**config.mk**
```make
export PLATFORM = sky130hd
export DESIGN_NAME = pipe_ctrl_flat
export DESIGN_NICKNAME = d
export VERILOG_FILES = /design/src/rtl/pipe_ctrl_if.sv /design/src/rtl/pipe_ctrl.sv /design/src/flat_wrapper.sv
export SDC_FILE = /design/constraint.sdc
export NUM_CORES = 1
export LEC_CHECK = 0
export ABC_AREA = 1
export BUFFER_PORTS_ARGS = -buffer_cell sky130_fd_sc_hd__buf_2
export CORE_AREA = 5 5 44 46
export CTS_CLUSTER_SIZE = 40
export DETAILED_ROUTE_END_ITERATION = 6
export DIE_AREA = 0 0 49 51
export PLACE_DENSITY = 0.8
export SETUP_SLACK_MARGIN = 0.4
export SLEW_MARGIN = 20
export SYNTH_ARGS = -nofsm -noshare
export SYNTH_HDL_FRONTEND = slang
export SYNTH_SLANG_ARGS = --single-unit
```
**constraint.sdc**
```tcl
create_clock -name clk -period 1.45 [get_ports clk]
set_input_delay 0.145 -clock clk [delete_from_list [all_inputs] [get_ports clk]]
set_output_delay 0.145 -clock clk [all_outputs]
set_load 0.05 [all_outputs]
```
**src/rtl/pipe_ctrl_if.sv**
```systemverilog
// pipe_ctrl_if: stall/flush control bundle between the pipeline and its controller.
// Counter signals exist only when PIPE_PERF_EN is defined.
interface pipe_ctrl_if;
  logic hazard, branch_taken, mem_wait, halt_req, resume;
  logic pc_en, ifid_en, idex_en, pipe_en, ifid_flush, idex_flush, halted, stall_err;
`ifdef PIPE_PERF_EN
  logic [15:0] stall_cnt, flush_cnt;
  modport master(output hazard, branch_taken, mem_wait, halt_req, resume,
                 input pc_en, ifid_en, idex_en, pipe_en, ifid_flush, idex_flush, halted, stall_err,
                 input stall_cnt, flush_cnt);
  modport slave(input hazard, branch_taken, mem_wait, halt_req, resume,
                output pc_en, ifid_en, idex_en, pipe_en, ifid_flush, idex_flush, halted, stall_err,
                output stall_cnt, flush_cnt);
`else
  modport master(output hazard, branch_taken, mem_wait, halt_req, resume,
                 input pc_en, ifid_en, idex_en, pipe_en, ifid_flush, idex_flush, halted, stall_err);
  modport slave(input hazard, branch_taken, mem_wait, halt_req, resume,
                output pc_en, ifid_en, idex_en, pipe_en, ifid_flush, idex_flush, halted, stall_err);
`endif
endinterface

```
**src/rtl/pipe_ctrl.sv**
```systemverilog
// pipe_ctrl: Mealy pipeline stall/flush/halt controller with stall watchdog.
// Define PIPE_PERF_EN to add saturating stall/flush performance counters.
module pipe_ctrl (
  input logic clk,
  input logic rst_n,
  pipe_ctrl_if.slave bus
);
  typedef enum logic [1:0] {RUN, DRAIN, HALT} state_t;
  state_t state, state_nx;
  logic [1:0] dcnt, dcnt_nx, wd, wd_nx;
  logic err_q, err_nx;
  logic pc_en, ifid_en, idex_en, pipe_en, ifid_flush, idex_flush, halted;
  always_comb begin
    state_nx = state;
    dcnt_nx = dcnt;
    wd_nx = wd;
    err_nx = err_q;
    pc_en = 1'b1;
    ifid_en = 1'b1;
    idex_en = 1'b1;
    pipe_en = 1'b1;
    ifid_flush = 1'b0;
    idex_flush = 1'b0;
    halted = 1'b0;
    case (state)
      RUN:
        if (bus.mem_wait) begin
          {pc_en, ifid_en, idex_en, pipe_en} = 4'b0000;
        end else if (bus.branch_taken) begin
          ifid_flush = 1'b1;
          idex_flush = 1'b1;
          wd_nx = 2'd0;
        end else if (bus.hazard) begin
          pc_en = 1'b0;
          ifid_en = 1'b0;
          idex_flush = 1'b1;
          wd_nx = (wd == 2'd3) ? wd : wd + 2'd1;
          err_nx = err_q | (wd >= 2'd2);
        end else begin
          wd_nx = 2'd0;
          state_nx = bus.halt_req ? DRAIN : RUN;
          dcnt_nx = bus.halt_req ? 2'd3 : dcnt;
        end
      DRAIN: begin
        pc_en = 1'b0;
        ifid_en = 1'b0;
        idex_flush = 1'b1;
        pipe_en = ~bus.mem_wait;
        dcnt_nx = bus.mem_wait ? dcnt : dcnt - 2'd1;
        state_nx = (!bus.mem_wait && dcnt == 2'd1) ? HALT : DRAIN;
      end
      HALT: begin
        {pc_en, ifid_en, idex_en, pipe_en} = 4'b0000;
        halted = 1'b1;
        state_nx = bus.resume ? RUN : HALT;
      end
      default: state_nx = RUN;
    endcase
  end
  always_ff @(posedge clk or negedge rst_n)
    if (!rst_n) begin
      state <= RUN;
      dcnt <= 2'd0;
      wd <= 2'd0;
      err_q <= 1'b0;
    end else begin
      state <= state_nx;
      dcnt <= dcnt_nx;
      wd <= wd_nx;
      err_q <= err_nx;
    end
  // reset forces every control output low, independent of state and inputs
  assign bus.pc_en = rst_n & pc_en;
  assign bus.ifid_en = rst_n & ifid_en;
  assign bus.idex_en = rst_n & idex_en;
  assign bus.pipe_en = rst_n & pipe_en;
  assign bus.ifid_flush = rst_n & ifid_flush;
  assign bus.idex_flush = rst_n & idex_flush;
  assign bus.halted = rst_n & halted;
  assign bus.stall_err = err_q;
`ifdef PIPE_PERF_EN
  logic [15:0] stall_q, flush_q;
  logic stall_inc, flush_inc;
  assign stall_inc = (state == RUN) && !pc_en;
  assign flush_inc = (state == RUN) && !bus.mem_wait && bus.branch_taken;
  always_ff @(posedge clk or negedge rst_n)
    if (!rst_n) begin
      stall_q <= 16'd0;
      flush_q <= 16'd0;
    end else begin
      stall_q <= (stall_inc && stall_q != 16'hFFFF) ? stall_q + 16'd1 : stall_q;
      flush_q <= (flush_inc && flush_q != 16'hFFFF) ? flush_q + 16'd1 : flush_q;
    end
  assign bus.stall_cnt = stall_q;
  assign bus.flush_cnt = flush_q;
`endif
endmodule

```
**src/flat_wrapper.sv**
```systemverilog
// flat-port wrapper written by rule: the top's interface ports become plain ports
module pipe_ctrl_flat 
  (clk, rst_n, bus_hazard, bus_branch_taken, bus_mem_wait, bus_halt_req, bus_resume, bus_pc_en, bus_ifid_en, bus_idex_en, bus_pipe_en, bus_ifid_flush, bus_idex_flush, bus_halted, bus_stall_err);
  pipe_ctrl_if bus_i ();
  input logic clk;
  input logic rst_n;
  input wire logic [$bits(bus_i.hazard)-1:0] bus_hazard;
  input wire logic [$bits(bus_i.branch_taken)-1:0] bus_branch_taken;
  input wire logic [$bits(bus_i.mem_wait)-1:0] bus_mem_wait;
  input wire logic [$bits(bus_i.halt_req)-1:0] bus_halt_req;
  input wire logic [$bits(bus_i.resume)-1:0] bus_resume;
  output wire logic [$bits(bus_i.pc_en)-1:0] bus_pc_en;
  output wire logic [$bits(bus_i.ifid_en)-1:0] bus_ifid_en;
  output wire logic [$bits(bus_i.idex_en)-1:0] bus_idex_en;
  output wire logic [$bits(bus_i.pipe_en)-1:0] bus_pipe_en;
  output wire logic [$bits(bus_i.ifid_flush)-1:0] bus_ifid_flush;
  output wire logic [$bits(bus_i.idex_flush)-1:0] bus_idex_flush;
  output wire logic [$bits(bus_i.halted)-1:0] bus_halted;
  output wire logic [$bits(bus_i.stall_err)-1:0] bus_stall_err;
  assign bus_i.hazard = bus_hazard;
  assign bus_i.branch_taken = bus_branch_taken;
  assign bus_i.mem_wait = bus_mem_wait;
  assign bus_i.halt_req = bus_halt_req;
  assign bus_i.resume = bus_resume;
  assign bus_pc_en = bus_i.pc_en;
  assign bus_ifid_en = bus_i.ifid_en;
  assign bus_idex_en = bus_i.idex_en;
  assign bus_pipe_en = bus_i.pipe_en;
  assign bus_ifid_flush = bus_i.ifid_flush;
  assign bus_idex_flush = bus_i.idex_flush;
  assign bus_halted = bus_i.halted;
  assign bus_stall_err = bus_i.stall_err;
  pipe_ctrl u_core (.clk(clk), .rst_n(rst_n), .bus(bus_i));
endmodule
```
-- After elaboration in Yosys (flattened, before gate mapping)
Index checks and enable logic that the tools add are counted.
- $add $sub $neg: 2
- magnitude comparators: 1
- eq/ne operators: 10
- mux-type cells: 31
- bitwise operators: 9
- reductions and logical operators: 9
- operators with widths (operator ; count):
    $mux W2 ; 13
    $mux W1 ; 12
    $ne A2 B2 Y1 const B ; 5
    $and A1 B1 Y1 ; 6
    $pmux W1 S2 ; 3
    $pmux W2 S3 ; 1
    $reduce_and A3 Y1 ; 2
    $reduce_and A6 Y1 ; 1
    $eq A2 B1 Y1 const B ; 2
    $eq A2 B2 Y1 const B ; 2
    $pmux W2 S2 ; 1
    $reduce_and A4 Y1 ; 1
    $ne A3 B3 Y1 const B ; 1
    $pmux W1 S3 ; 1
    $add A2 B1 Y2 const B ; 1
    $ge A2 B2 Y1 const B ; 1
    $logic_not A2 Y1 ; 1
    $not A1 Y1 ; 2
    $reduce_bool A2 Y1 ; 1
    $reduce_or A2 Y1 ; 1
    $sub A2 B1 Y2 const B ; 1
    $logic_and A1 B1 Y1 ; 1
    $logic_not A1 Y1 ; 1
    $or A1 B1 Y1 ; 1
- register bits after elaboration: 7
- input port bits: 7
- output and inout bits: 8
- word-level logic and storage cells: 66

-- Logic depth before layout (Yosys ltp)
Gate-level depths: netlist of run 1.
- word-level depth: 5
- mapped depth: 9
- gate-level depth less buffers: 8

-- Least setup slack after synthesis of run 1
No wires, ideal clock.
- kind: register -> output
- start point: reg u_core.state[0]
- end point: out bus_ifid_flush
- data arrival time: 2350 ps
- required time: 1305 ps
- setup slack: -1045 ps
- cell stages (with the launch flop): 6
- buffers on the path: 1
- cell sequence: dfrtp_1 inv_1 ha_1 buf_6 inv_2 nor4_1
- longest elaborated chain between the ends: 3
- ends and longest elaborated chain (item ; RTL line ; text):
    start: declaration ; pipe_ctrl.sv:9 ; state_t state, state_nx;
    start signal: assignment ; pipe_ctrl.sv:67 ; state <= state_nx;
    $logic_not A2 Y1 ; pipe_ctrl.sv:25 ; case (state)
    $mux W1 ; pipe_ctrl.sv:25 ;
    $and A1 B1 Y1 ; pipe_ctrl.sv:77 ; assign bus.ifid_flush = rst_n & ifid_flush;
    end: declaration ; flat_wrapper.sv:16 ; output wire logic [$bits(bus_i.ifid_flush)-1:0] bus_ifid_flush;
Every way passes these cells.

-- Worst setup path after layout of run 1
- start point: reg u_core.state[1]
- end point: out bus_ifid_en
- longest elaborated chain between the ends: 4
- elaborated cells on any way between the ends: 6
- those cells by class: 2 x eq/ne; 1 x mux; 1 x bitwise; 2 x reduce/logical
- ends and longest elaborated chain (item ; RTL line ; text):
    $eq A2 B1 Y1 or $eq A2 B2 Y1 (tied branches) ; pipe_ctrl.sv:25 ;
    $reduce_or A2 Y1 (no line) ; - ;
    $pmux W1 S2 * ; pipe_ctrl.sv:25 ;
    $and A1 B1 Y1 * ; pipe_ctrl.sv:74 ; assign bus.ifid_en = rst_n & ifid_en;
    end: declaration ; flat_wrapper.sv:13 ; output wire logic [$bits(bus_i.ifid_en)-1:0] bus_ifid_en;
Every way passes the cells marked *; elsewhere a longest branch is shown, timed or not.

==> impl_metrics.toml, run 1 <==
[placed_design]
dp_cells = 122
io_buffer_count = 14
pre_cts_ws_ns = -0.0467
globalplace.congestion = 0.775
hpwl_mm = 1.24

[drt]
drtIter0Drc = 10
vias = 650
via_per_inst = 5.04
post-route-drc-count = 0
drt_wl_total_mm = 1.84
avgRoutedWirePerCell_um = 14.2
drt-pass1-iter-count = 5
detail-route-antenna-nets = 0

[hold_path]
hold_end = "u_core.state[1]"
worstHoldPathType = "in2reg"
holdPathStages = 4
worstHoldStart = "bus_resume"

[sta]
rsz0062_at_grt = "yes"
finClkSkew_ns = 0.00164
slew_viol_final = 0
hold_viol = 0
period_needed_ns = 1.73
clock.fmax_ghz = 0.578
relSlewSlack_pct = 75.0
timing.final.setup_violations = 7
tns_ns = -1.11
fin_ws_ns = -0.280
worst_slew_pin_slew_ns = 0.375
period_share_pct = 119

[cells_and_area]
n_fill_cell = 110
mostFrequentLayoutCell = "nand2_1"
area_growth_pct = 64.4
regArea_sq_um = 176
final_util_pct = 69.5
drive_above_1_share_pct = 56.6
antennaDiodeCount = 0
nets = 129
multiInputGateArea_sq_um = 504
final_cells = 129
final_cell_mix = "nand2_1, buf_4, buf_2"

[cts]
tritoncts = "done"
clock_latency_ns = 0.25
cts_made_buffers = 3
cts_sinks = 7
clkTransAtPathRegs_ns = 0.06
h-tree-depth = 1
cts.path.max_buffers = 2
cts_root_buf = "clkbuf_4"

[die]
floorplan.initialDensity_pct = 42.3
ios = 15
dieArea_sq_mm = 0.00250
die_h_um = 51
row_count = 14
core_area_sq_mm = 0.00147
die_x_um = 49

[synthesis]
synth_compound_area_share_pct = 10.3
synthDistinctLibCells = 21
ys_seq_area_share_pct = 28.2
synthMuxAreaShare_pct = 0
synth_warnings = 0
synth_area_sq_um = 622
synth_top_family_by_area = "simple AND/OR/NAND/NOR gates"
synthSimpleGateAreaFrac_pct = 32.4
synthAdderAreaFrac_pct = 16.1
synth_nets = 99
syn_area_per_cell_sq_um = 7.40
ys_ff_latch = 7
synthXorXnorAreaFrac_pct = 0
syn_inst = 84

[grt]
grt_pass1_wl_mm = 3.06
grt_overflow = 0
grt_use_total_pct = 15.9
grt_max_degree = 8
grt_pass1_vias = 700
antenna_found_initial = 0

[critical_path]
r2r_cells = 10
r2r_end = "u_core.dcnt[0]"
end_kind = "primary output"
worstPathRequired_ns = 1.31
critPathMaxFanout = 3
crit_type = "reg2out"
arrival_ns = 1.58
reg2reg_from = "u_core.state[0]"
rrSetupSlack_ns = 0.06
worst_setup_path_start_kind = "flop"

[power_and_ir_drop]
leakagePower_nw = 0.494
p_per_area_mw_per_mm2 = 2570
peakVddDrop_v = 0.00141

[flow_run]
cap_violations = 0

[run_status]
run_status = "finished with violations"
violations = "setup timing"
-- layer usage --
layer	global-route usage (%)	share of wire, %	up-vias
met5	0	0	-
li1	-	-	316
met2	29.1	55	21
met4	6.28	0.49	0
met3	3.49	3.6	2
met1	17.8	41	311
-- kinds of logic (layout without fill, tap and decap cells) --
group,after synthesis,in the layout
AND/OR/NAND/NOR,39,39
flip-flops,7,7
adder cells (fa/ha/maj),8,8
AO/OA/AOI/OAI,12,12
buffers and inverters,18,47
-- cell usage after synthesis, drive strengths merged --
cell type	instances	area, sq um
or2	2	12.5
buf	2	18.8
a21oi	4	20.0
o21bai	1	7.51
o22ai	1	6.26
nand2	24	105
nor4	1	6.26
dfrtp	7	175
inv	16	62.6
ha	8	100
nor2	6	35.0
o21ai	6	30.0
nand3	6	42.5
-- repair_timing --
action,4_1_cts,5_1_grt
gates resized for setup,23,11
endpoints found under the setup margin,14,14
buffers inserted,1,1
endpoints found under the hold margin,7,0
hold buffers,1,0
pin swaps,3,5
-- state kept, by name (all words and copies together), names as in the netlist --
| name | cells |
|---|---|
| u_core.dcnt | 2 |
| u_core.wd | 2 |
| u_core.bus.stall_err | 1 |
| u_core.state | 2 |
-- worst max path at each step --
| stage | start | to | slack, ns | depth (start not counted) |
|---|---|---|---|---|
| 6_report | u_core.state[1] | bus_ifid_en | -0.28 | 5 |
| 5_1_grt | u_core.state[0] | bus_ifid_en | -0.33 | 5 |
| 4_1_cts | u_core.state[0] | bus_ifid_en | -0.23 | 5 |
| 3_5_place_dp | u_core.state[1] | bus_idex_flush | -0.05 | 7 |
| 3_3_place_gp | u_core.state[0] | bus_ifid_en | 0.01 | 5 |
| 2_1_floorplan | u_core.state[1] | bus_pc_en | -0.24 | 6 |
-- cell type report --
type / instances / share of cell area, %
clock buffer: 4 / 2.57
tap: 16 / 1.96
inverter: 16 / 6.73
timing repair buffer: 27 / 22.2
sequential: 7 / 17.3
multi-input combinational: 59 / 49.3
-- power breakdown --
group	total, mW	switching, mW	leakage [nW]	internal (mW)
registers	0.356	0.0683	0.0879	0.288
logic	2.09	1.19	0.391	0.900
clock network	0.184	0.0784	0.0150	0.105
-- worst max-delay path, cell delays in order, from the launching register on --
cell,delay (ns)
dfrtp_2,0.41
inv_2,0.11
ha_4,0.21
or2_4,0.26
a21oi_4,0.15
buf_6,0.18
-- through the flow --
stage | area (sq um) | hold slack [ns] | power [mW]
floorplan | 704 | -0.151 | 1.56
global placement | 847 | 0.0934 | 1.93
detailed placement | 847 | 0.0933 | 1.98
CTS | 977 | 0.178 | 2.42
global route | 1020 | 0.204 | 2.80
finish | 1020 | 0.181 | 2.63
Power figures use the tool's default switching activity.
==> run 2: changes to the inputs <==
- CORE_AREA: 5 5 44 46 -> 5 5 56 58
- DIE_AREA: 0 0 49 51 -> 0 0 61 63
- PLACE_DENSITY: 0.8 -> 0.56
- SETUP_SLACK_MARGIN: 0.4 -> 0.02
==> run 2 against run 1 <==
  * The run still ends with setup timing left
  * Combinational power down 8%
  * Clock skew grew 0.0047 ns
  * First-iteration DRC count increased by 70%
  * Wire length shrank 13%
  * Global-route usage is 6.8 points lower
  * Core utilization decreased by 30 points
  * Largest cell class unchanged
  * Largest power group unchanged
  * Highest routed layer unchanged
==> impl_metrics.toml, run 2 (same netlist as run 1, synthesis figures left out) <==
[drt]
avgRoutedWirePerCell_um = 11.0
via_per_inst = 4.26
drtIter0Drc = 17
post-route-drc-count = 0
detail-route-antenna-nets = 0
drt-pass1-iter-count = 2
drt_wl_total_mm = 1.59
vias = 617

[critical_path]
reg2reg_from = "u_core.state[1]"
r2r_cells = 11
worst_setup_path_start_kind = "flop"
crit_type = "reg2out"
rrSetupSlack_ns = 0
critPathMaxFanout = 3
arrival_ns = 1.52
worstPathRequired_ns = 1.31
r2r_end = "u_core.dcnt[0]"
end_kind = "primary output"

[placed_design]
dpl_cell_area_sq_um = 840
io_buffer_count = 14
hpwl_mm = 1.26
globalplace.congestion = 0.768

[sta]
rsz0062_at_grt = "yes"
timing.final.setup_violations = 8
slew_viol_final = 0
clock.fmax_ghz = 0.602
period_share_pct = 115
relSlewSlack_pct = 76.6
tns_ns = -0.869
worst_slew_pin_slew_ns = 0.350
hold_viol = 0
fin_ws_ns = -0.211
period_needed_ns = 1.66
finClkSkew_ns = 0.00635

[power_and_ir_drop]
peakVddDrop_v = 0.00136
p_sw_mw = 1.22
sw_frac_of_total_pct = 50.1
power.internal_mw = 1.22
total_power_mw = 2.44
power_frac_comb_pct = 78.8
p_per_area_mw_per_mm2 = 2390
pwr-share-clk_pct = 7.2
leakagePower_nw = 0.493
p_seq_share_pct = 14.0

[cts]
tritoncts = "done"
h-tree-depth = 1
cts_made_buffers = 3
cts.path.max_buffers = 2
cts_root_buf = "clkbuf_4"
cts_sinks = 7
clock_latency_ns = 0.25
clkTransAtPathRegs_ns = 0.05

[run_status]
run_status = "finished with violations"
violations = "setup timing"

[grt]
grt_max_degree = 7
grt_pass1_vias = 621
grt_use_total_pct = 9.09
met3_usage_pct = 1.24
grt_overflow = 0
grt_pass1_wl_mm = 2.68
use_met1_pct = 13.2
busiest_layer = "met1"
grtUsageMet2_pct = 13.0
antenna_found_initial = 0

[hold_path]
hold_end = "u_core.state[1]"
holdPathStages = 4
worstHoldStart = "bus_resume"
worstHoldPathType = "in2reg"

[cells_and_area]
mostFrequentLayoutCell = "nand2_1"
final_util_pct = 39.0
nets = 130
final_cell_mix = "nand2_1, buf_4, buf_6"
antennaDiodeCount = 0
reg_top3 = "u_core.dcnt: 2 flops, u_core.state: 2 flops, u_core.wd: 2 flops"
drive_above_1_share_pct = 54.4
area_growth_pct = 64.2
final_area_sq_mm = 0.00102

[die]
die_h_um = 63
dieArea_sq_mm = 0.00384
ios = 15
core_area_sq_mm = 0.00262
row_count = 19
die_x_um = 61
floorplan.initialDensity_pct = 23.8

[flow_run]
cap_violations = 0
run 2: worst max-delay path by stage:
stage                    start     endpoint  slack [ns]  depth (start not counted)
2_1_floorplan  u_core.state[1]    bus_pc_en       -0.25                          6
3_3_place_gp   u_core.state[0]  bus_ifid_en       -0.02                          5
3_5_place_dp   u_core.state[0]    bus_pc_en       -0.03                          5
4_1_cts        u_core.state[0]  bus_ifid_en       -0.23                          5
5_1_grt        u_core.state[1]    bus_pc_en       -0.28                          5
6_report       u_core.state[1]  bus_ifid_en       -0.21                          5
run 2: final cells by class:
cell class                      instances  area, sq um
Multi-Input combinational cell         59          479
Tap cell                               31         38.8
Inverter                               16         65.1
Sequential cell                         7          175
Timing Repair Buffer                   28          236
Fill cell                             270         1590
Clock buffer                            4         26.3
run 2: timing repair:
action,in CTS,in global routing
hold buffers,1,0
setup buffers,2,2
gates resized for setup,24,10
pin swaps,2,4
endpoints found under the hold margin,7,0
setup endpoints to repair,7,9
run 2: metrics by stage:
| step | hold slack, ns | worst slack, ns | instances |
|---|---|---|---|
| CTS | 0.200 | -0.230 | 143 |
| global route | 0.233 | -0.283 | 145 |
| floorplan | -0.151 | -0.245 | 84 |
| global placement | -0.0436 | -0.0151 | 136 |
| finish | 0.208 | -0.211 | 145 |
| detailed placement | -0.0421 | -0.0293 | 136 |
run 2: critical path, stage by stage, from the launching register on:
cell and delay [ns]:
dfrtp_1 0.38, inv_2 0.10, ha_4 0.20, or2_4 0.25, a21oi_4 0.15, buf_6 0.18
run 2: power by group through the flow:
stage | Clock (mW) | Combinational [mW] | Sequential (mW)
after floorplan | 0 | 1.13 | 0.400
after global placement | 0 | 1.54 | 0.344
after detailed placement | 0 | 1.56 | 0.346
after CTS | 0.185 | 1.79 | 0.344
after global routing | 0.194 | 2.11 | 0.356
final | 0.176 | 1.92 | 0.342
run 2: layer usage:
metal | routed length, um | vias to the layer above
met3 | 81 | 4
met1 | 752 | 275
met4 | 20 | 0
met2 | 738 | 13
li1 | - | 325
met5 | 0 | -
==> run 3: changes to the inputs <==
- BUFFER_PORTS_ARGS: -buffer_cell sky130_fd_sc_hd__buf_2 -> not set
- DONT_BUFFER_PORTS: not set -> 1
- PLACE_DENSITY: 0.56 -> 0.51
==> run 3 against run 2 <==
  * The run ends with hold timing, setup timing left
  * Core utilization fell by 4.4 points
  * Critical path depth unchanged
  * Sequential share of layout area is 2.2 points higher
  * Sequential cell count stayed put
  * First-iteration DRC count shrank 65%
  * Setup slack about the same
  * Clock power increased by 5%
  * Worst hold slack got worse by 0.63 ns
  * Largest power group unchanged
  * Combinational power down 14%
==> impl_metrics.toml, run 3 (same netlist as run 1, synthesis figures left out) <==
[critical_path]
worst_setup_path_start_kind = "flop"
worstPathRequired_ns = 1.31
crit_type = "reg2out"
end_kind = "primary output"
max_stage_delay_ns = 0.39
arrival_ns = 1.52
critPathMaxFanout = 4
cpMaxStageDelayCell = "dfrtp_1"
rrSetupSlack_ns = 0.11
cp_cell_sequence = "inv_2 -> ha_4 -> or2_4 -> a21oi_4 -> buf_12"

[die]
ios = 15
die_h_um = 63
row_count = 19
core_area_sq_mm = 0.00262
dieArea_sq_mm = 0.00384
die_x_um = 61
floorplan.initialDensity_pct = 23.8

[cells_and_area]
final_cells = 129
final_cell_mix = "nand2_1, inv_1, dfrtp_1"
multiInputGateArea_sq_um = 453
n_fill_cell = 288
reg_top3 = "u_core.dcnt: 2 flops, u_core.state: 2 flops, u_core.wd: 2 flops"
nets = 114
antennaDiodeCount = 0
drive_above_1_share_pct = 43.9
mostFrequentLayoutCell = "nand2_1"
area_growth_pct = 45.7
regArea_sq_um = 175

[power_and_ir_drop]
power_frac_comb_pct = 74.2
p_per_area_mw_per_mm2 = 2460
power.internal_mw = 1.09
total_power_mw = 2.23
p_seq_share_pct = 17.6
p_sw_mw = 1.14
pwr-share-clk_pct = 8.3
sw_frac_of_total_pct = 51.1
leakagePower_nw = 0.427
peakVddDrop_v = 0.00113

[sta]
worst_slew_pin_slew_ns = 0.460
timing.final.setup_violations = 6
slew_viol_final = 0
period_needed_ns = 1.66
hold_viol = 7
relSlewSlack_pct = 69.3
clock.fmax_ghz = 0.602
timing.hold.ws_ns = -0.421
finClkSkew_ns = 0.00182
rsz0062_at_grt = "yes"
period_share_pct = 115
fin_ws_ns = -0.211

[drt]
drt_wl_total_mm = 1.46
detail-route-antenna-nets = 0
avgRoutedWirePerCell_um = 11.3
vias = 567
post-route-drc-count = 0
drtIter0Drc = 6
via_per_inst = 4.40
drt-pass1-iter-count = 4

[cts]
cts_root_buf = "clkbuf_4"
h-tree-depth = 1
tritoncts = "done"
clock_latency_ns = 0.26
cts_sinks = 7
cts_made_buffers = 3
cts.path.max_buffers = 2
clkTransAtPathRegs_ns = 0.05

[grt]
grt_max_degree = 11
grt_overflow = 0
antenna_found_initial = 0
grt_pass1_wl_mm = 2.49
grt_pass1_vias = 568
grt_use_total_pct = 8.83

[run_status]
violations = "hold timing, setup timing"
run_status = "finished with violations"

[placed_design]
dp_cells = 123
hpwl_mm = 1.26
io_buffer_count = 0
globalplace.congestion = 0.748

[hold_path]
worstHoldPathType = "in2async"

[flow_run]
cap_violations = 0
[run 3: cell types whose count changed in the layout (fill, tap and decap cells not counted), moves of 4 or more]
cell,before,now
buf_2,7,0
buf_6,9,2
buf_12,0,4
buf_4,10,6
[run 3: repair_timing]
action	in CTS	in global routing
buffers inserted	1	1
pin swaps	4	1
hold endpoints to repair	7	7
endpoints found under the setup margin	6	6
gates resized for setup	9	2
[run 3: power groups by stage]
stage | logic, mW | registers [mW] | clock network, mW
detailed placement | 1.53 | 0.398 | 0
floorplan | 1.13 | 0.400 | 0
global route | 1.81 | 0.407 | 0.200
CTS | 1.65 | 0.395 | 0.193
finish | 1.66 | 0.393 | 0.184
global placement | 1.51 | 0.390 | 0
[run 3: final timing paths]
check / from / to / cells after the start
min in group clk: bus_resume / u_core.state[1] / 3
worst min-delay path: rst_n / u_core.wd[0] / 0
max in group asynchronous: rst_n / u_core.dcnt[1] / 0
worst min register to register: u_core.dcnt[1] / u_core.dcnt[1] / 2
worst max-delay path: u_core.state[0] / bus_ifid_en / 5
worst max register to register: u_core.state[1] / u_core.dcnt[1] / 6
[run 3: layout make-up]
| type | count | share of cell area, % |
|---|---|---|
| clock buffer | 4 | 2.90 |
| inverter | 16 | 7.18 |
| multi-input combinational | 59 | 50.0 |
| sequential | 7 | 19.3 |
| tap | 31 | 4.28 |
| timing repair buffer | 12 | 16.3 |
[run 3: metrics by stage]
step	setup slack, ns	area [sq um]	setup TNS, ns	util (%)
2_1_floorplan	-0.245	686	-0.395	-
3_3_place_gp	0.0610	827	0	31.6
3_5_place_dp	0.0375	827	0	31.6
4_1_cts	-0.245	892	-0.959	34.1
5_1_grt	-0.272	906	-1.35	34.6
6_report	-0.211	906	-0.932	34.6
[run 3: layer usage]
layer / vias to the layer above / track usage (%) / routed length (um)
met3: 3 / 2.27 / 98
li1: 289 / - / -
met4: 0 / 4.88 / 31
met1: 258 / 10.1 / 597
met5: - / 0 / 0
met2: 17 / 14.4 / 732
[run 3: critical path: cells and delay by family (launching register included)]
family                   cells  cell delay [ns]
AND/OR/NAND/NOR              1             0.23
flip-flops                   1             0.39
buffers and inverters        2             0.29
AO/OA/AOI/OAI                1             0.14
adder cells (fa/ha/maj)      1             0.20
